$ cat src/rtl/gpio_bus_arbiter.sv
`default_nettype none
// ============================================================================
// Module   : gpio_bus_arbiter
// Brief    : Two-master arbiter and single-cycle transfer sequencer for the
//            AHB GPIO/scratch register slave.
// Revision : 1.0 - initial release
// ============================================================================
module gpio_bus_arbiter #(
    parameter int ADDR_W     = 4,
    parameter int DATA_W     = 32,
    parameter int FIXED_PRIO = 0
) (
    input  logic              HCLK,
    input  logic              HRESETn,

    input  logic              m0_req,
    input  logic [ADDR_W-1:0] m0_addr,
    input  logic [DATA_W-1:0] m0_wdata,
    input  logic              m0_write,
    output logic              m0_done,
    output logic [DATA_W-1:0] m0_rdata,

    input  logic              m1_req,
    input  logic [ADDR_W-1:0] m1_addr,
    input  logic [DATA_W-1:0] m1_wdata,
    input  logic              m1_write,
    output logic              m1_done,
    output logic [DATA_W-1:0] m1_rdata,

    output logic              S_HSEL,
    output logic [ADDR_W-1:0] S_HADDR,
    output logic [DATA_W-1:0] S_HWDATA,
    output logic              S_HWRITE,
    input  logic [DATA_W-1:0] S_HRDATA
);

    localparam logic [1:0] ST_IDLE = 2'd0;
    localparam logic [1:0] ST_XFER = 2'd1;
    localparam logic [1:0] ST_RESP = 2'd2;

    localparam logic c_fixed_prio = (FIXED_PRIO != 0);

    logic [1:0]        r_state;
    logic [1:0]        w_next_state;
    logic              r_last_grant;   // 0 = M0, 1 = M1
    logic              r_owner;        // master owning the current transfer
    logic              r_write;
    logic [ADDR_W-1:0] r_haddr;
    logic [DATA_W-1:0] r_hwdata;
    logic [DATA_W-1:0] r_m0_rdata;
    logic [DATA_W-1:0] r_m1_rdata;
    logic              w_any_req;
    logic              w_grant_m1;

    assign w_any_req  = m0_req | m1_req;
    // M1 wins when alone, or in round-robin mode when M0 held the last grant.
    assign w_grant_m1 = m1_req & (~m0_req | (~c_fixed_prio & ~r_last_grant));

    // State register
    always_ff @(posedge HCLK or negedge HRESETn) begin
        if (!HRESETn) begin
            r_state <= ST_IDLE;
        end else begin
            r_state <= w_next_state;
        end
    end

    // Next-state logic
    always_comb begin
        w_next_state = r_state;
        case (r_state)
            ST_IDLE: if (w_any_req) w_next_state = ST_XFER;
            ST_XFER: w_next_state = ST_RESP;
            ST_RESP: w_next_state = ST_IDLE;
            default: w_next_state = ST_IDLE;
        endcase
    end

    // Output decode
    always_comb begin
        S_HSEL   = 1'b0;
        S_HWRITE = 1'b0;
        m0_done  = 1'b0;
        m1_done  = 1'b0;
        case (r_state)
            ST_XFER: begin
                S_HSEL   = 1'b1;
                S_HWRITE = r_write;
            end
            ST_RESP: begin
                m0_done = ~r_owner;
                m1_done = r_owner;
            end
            default: ;
        endcase
    end

    // Request latch, grant history and read-data capture
    always_ff @(posedge HCLK or negedge HRESETn) begin
        if (!HRESETn) begin
            r_last_grant <= 1'b1;
            r_owner      <= 1'b0;
            r_write      <= 1'b0;
            r_haddr      <= '0;
            r_hwdata     <= '0;
            r_m0_rdata   <= '0;
            r_m1_rdata   <= '0;
        end else begin
            if (r_state == ST_IDLE && w_any_req) begin
                r_owner      <= w_grant_m1;
                r_last_grant <= w_grant_m1;
                r_write      <= w_grant_m1 ? m1_write : m0_write;
                r_haddr      <= w_grant_m1 ? m1_addr  : m0_addr;
                r_hwdata     <= w_grant_m1 ? m1_wdata : m0_wdata;
            end
            if (r_state == ST_XFER && !r_write) begin
                if (r_owner) r_m1_rdata <= S_HRDATA;
                else         r_m0_rdata <= S_HRDATA;
            end
        end
    end

    assign S_HADDR  = r_haddr;
    assign S_HWDATA = r_hwdata;
    assign m0_rdata = r_m0_rdata;
    assign m1_rdata = r_m1_rdata;

endmodule
`default_nettype wire

$ cat config.mk
export PLATFORM = sky130hd
export DESIGN_NAME = gpio_bus_arbiter
export DESIGN_NICKNAME = d
export VERILOG_FILES = /design/src/rtl/gpio_bus_arbiter.sv
export SDC_FILE = /design/constraint.sdc
export NUM_CORES = 1
export LEC_CHECK = 0
export CORE_MARGIN = 4
export CORE_UTILIZATION = 41
export CTS_CLUSTER_DIAMETER = 80
export CTS_CLUSTER_SIZE = 14
export DETAILED_ROUTE_END_ITERATION = 10
export PLACE_DENSITY_LB_ADDON = 0.12
export SLEW_MARGIN = 30
export SYNTH_ARGS = -nofsm -noshare
export SYNTH_HDL_FRONTEND = slang
export SYNTH_SLANG_ARGS = --single-unit
export TNS_END_PERCENT = 1
$ cat constraint.sdc
create_clock -name HCLK -period 2 [get_ports HCLK]
set_input_delay 0.6 -clock HCLK [delete_from_list [all_inputs] [get_ports HCLK]]
set_output_delay 0.6 -clock HCLK [all_outputs]
set_load 0.05 [all_outputs]
* Yosys cells after proc, flatten, opt, wreduce, memory -nomap -nowiden *
Cells that the tools add are included.

word-level totals
  flip-flop bits (word level) = 105
  word-level logic and storage cells = 32

operators by class
  equal/unequal tests = 3
  reductions and logical operators = 6
  bitwise gates (word level) = 6
  multiplexer cells = 9

operators with widths
  cell                  count
  $mux W32              1
  $mux W1               5
  $mux W4               1
  $pmux W2 S2           1
  $reduce_and A2 Y1     2
  $not A1 Y1            3
  $eq A2 B1 Y1 const B  1
  $eq A2 B2 Y1 const B  1
  $logic_and A1 B1 Y1   2
  $logic_not A2 Y1      1
  $mux W2               1
  $ne A2 B2 Y1 const B  1
  $or A1 B1 Y1          2
  $and A1 B1 Y1         1
  $logic_not A1 Y1      1

* Depth between registers and ports, before layout *
  depth after elaboration = 4
  depth in mapped cells = 5
  depth with buffers taken out = 3

* Worst setup path before layout *
Ideal clock, no wire load.

  kind = flip-flop to output port
  from = register r_owner
  to = output m1_done
  stages on the path, launching flop included = 3
  path buffers = 0
  path slack = -0.249 ns
  arrival time = 1.649 ns
  required time = 1.400 ns
  path through = dfrtp_1 > inv_1 > nor3b_1

between the ends
  longest elaborated chain between the ends = 1

ends and longest elaborated chain
  what                      line  source
  start: declaration        46    logic r_owner;
  start signal: assignment  110   r_owner <= w_grant_m1;
  $mux W1                   85    case (r_state)
  end: declaration          27    output logic m1_done,

Every way passes these cells.

* Worst setup path after layout *
  from = register r_state[0]
  to = output S_HWRITE

between the ends
  longest elaborated chain between the ends = 2

ends and longest elaborated chain
  what                      line  source
  start: declaration        43    logic [1:0] r_state;
  start signal: assignment  64    r_state <= w_next_state;
  $eq A2 B1 Y1              85
  $mux W1                   85
  end: declaration          33    output logic S_HWRITE,

Every way passes these cells.

==> impl_metrics.yaml <==
cells_and_area:
  final_cells: 638
  n_antenna_cell: 0
  area_growth_syn_to_layout_pct: 52.2
  fin_util_pct: 65.2
  fillers: 815
  final_nets: 607
  multiInputGateArea_sq_um: 1740
  postLayoutCellArea_sq_um: 6820
  ff_latch_area_sq_um: 2630
  drive_gt1_share_pct: 55.4
setup_path:
  r2r_start: "r_state[1]"
  crit_path_end_kind: "output port"
  max_stage_delay_ns: 0.41
  crit_chain: "and2b_2 -> and2_4 -> buf_12"
  cp_num_buf_inv: 1
  critPathLaunchType: "register"
  cp.required_ns: 1.40
  crit_start: "r_state[0]"
  worstSetupPathType: "reg2out"
  cp.depth: 3
  critical-path-slowest-cell: "dfrtp_1"
  timing.rr.end: "m0_rdata[31]"
  cp_top_family: "simple AND/OR/NAND/NOR gates"
  crit_end: "S_HWRITE"
  path_max_fanout: 4
  r2r_setup_slack_ns: 0.30
  worstPathArrival_ns: 1.32
  reg2reg_depth: 4
yosys:
  seq_area_frac_synth_pct: 58.7
  ys.flop_type: "dfrtp_1"
  synth_top_family_by_area: "multiplexers"
  yosysMostFrequentCell: "mux2_2"
  netlist_instances: 271
  synth_area_leaders: "dfrtp_1 (58%), mux2_2 (29%), mux2_4 (5.4%)"
  synth.avg_cell_area_sq_um: 16.5
  synth_top_area_share_pct: 58.1
  yosysWarnings: 0
  synth-adder-area-share_pct: 0
  synth_edf_count: 0
  synth_compound_area_share_pct: 0.223
  synth_largest_area_cell: "dfrtp_1"
  synthXorXnorAreaFrac_pct: 0
  syn_nets: 381
  synthSimpleGateAreaFrac_pct: 1.81
  synth.distinct_cells: 17
  synthArstFlopShare_pct: 100
  synthesis.area_sq_um: 4480
  muxShareOfSynthArea_pct: 36.5
  synthTopCellsByCount: "mux2_2 (116), dfrtp_1 (104), mux2_4 (16), buf_6 (8)"
  ys_ff_latch: 105
grt:
  grt_pass1_wl_mm: 17.9
  grt_pass1_vias: 3479
  grt_overflow_total: 0
  grt_max_degree: 53
  grt_usage_pct: 17.6
  grt_antenna_before_repair: 0
cts:
  path_clk_slew_ns: 0.11
  cts.path.max_buffers: 2
  clock_latency_ns: 0.36
  cts_made_buffers: 9
  htreeDepth: 3
  cts_root_buf: "clkbuf_8"
  ctsHoldBuffers: 0
  cts_sinks: 105
  cts_tree: "built"
route:
  ant_nets: 0
  via_count: 3062
  routed_via_density: 4.80
  drtIter0Drc: 91
  wl_per_cell_microns: 17.5
  drt_wl_total_mm: 11.2
  drc: 0
  dr.pass1.iters: 4
sta:
  setup_viol_count_final: 0
  skew_ns: 0.0167
  final_hold_viol_count: 0
  fmax_mhz: 522
  rsz0062_at_grt: "no"
  period_share_pct: 95.8
  min_period_ns: 1.92
  holdWs_ns: 0.0883
  timing.slew.headroom_pct: 76.6
  report.final.slew_viol_count: 0
  tightest_slew_ns: 0.350
power:
  finalPower_mw: 13.3
  p_per_area_nw_per_um2: 1940
  irDropWorstVdd_v: 0.00103
  p_leak_nw: 3.05
placed_design:
  placedInstanceArea_sq_um: 6610
  dp_cells: 619
  gp_congestion: 0.738
  dp_hpwl_mm: 8.70
  place.port_buffers: 213
die:
  die_area_sq_um: 12700
  die_y_microns: 113
  core_area_sq_um: 10500
  initial_utilization_pct: 42.8
  io-pin-count: 214
  die_w_microns: 113
  fp-row-count: 37
flow_run:
  cap_violations: 0
status:
  outcome: "finished clean"
hold_path:
  hp-class: "in2async"
power breakdown:
part	leakage (nW)	switching [mW]	total (mW)	internal (mW)
sequential	1.25	0.608	3.83	3.22
clock	0.0976	0.734	1.24	0.504
combinational	1.71	5.15	8.20	3.04
total	3.05	6.49	13.3	6.77
worst min path at each step:
stage                     slack [ns]            to    startpoint  cells after the start
after floorplan                 0.30    S_HADDR[0]       HRESETn                      0
after global placement          0.47   m1_rdata[4]   m1_rdata[4]                      1
after detailed placement        0.46  r_last_grant  r_last_grant                      2
after CTS                       0.08   m0_rdata[5]       HRESETn                      1
after global routing            0.08   m1_rdata[5]       HRESETn                      1
final                           0.09   m0_rdata[5]       HRESETn                      1
placed cells by master, fill, tap and decap left out:
cell type	instances
mux2_2	116
buf_4	113
clkdlybuf4s50_1	108
dfrtp_1	104
mux2_4	16
clkbuf_8	10
buf_12	8
mux2_1	6
inv_6	3
nor3b_4	2
mux2i_1	2
clkinv_4	2
and2b_2	1
and2_4	1
inv_2	1
nor3b_2	1
nor3b_1	1
a21bo_2	1
nor2_1	1
nor3_2	1
nor2b_1	1
inv_1	1
clkinv_2	1
dfstp_2	1
routing by layer:
| layer | up-vias | wire, microns | track usage [%] |
|---|---|---|---|
| li1 | 1421 | - | - |
| met5 | - | 0 | 0 |
| met4 | 0 | 112 | 4.33 |
| met3 | 10 | 995 | 5.88 |
| met1 | 1501 | 4360 | 20.5 |
| met2 | 130 | 5680 | 31.3 |
cell type report:
class,instances,area share (%)
multi-input cells,150,25.5
flip-flops and latches,105,38.5
clock inverters,6,0.715
clock buffers,10,2.02
repair buffers,229,30.6
inverters,2,0.110
well taps,136,2.49
through the flow:
step	setup WS (ns)	setup TNS, ns
global placement	-0.193	-6.85
CTS	0.0355	0
finish	0.0846	0
global route	0.00354	0
floorplan	-0.176	-0.182
detailed placement	-0.233	-8.00
cells by family after synthesis:
group / count (synthesis)
buffers and inverters: 16
DFF: 105
muxes: 140
AOI/OAI and AO/OA: 1
and+or+nand+nor: 9
registers in the layout (all words and copies together) (netlist names):
register / cells
r_write: 1
r_state: 2
m0_rdata: 32
S_HWDATA: 32
S_HADDR: 4
m1_rdata: 32
r_owner: 1
r_last_grant: 1
timing repair:
item	in CTS	in global routing
endpoints found under the setup margin	1	2
gates resized for setup	1	2
pin swaps	0	1
buffers inserted	3	0
gates cloned	0	0
Power figures use the tool's default switching activity.
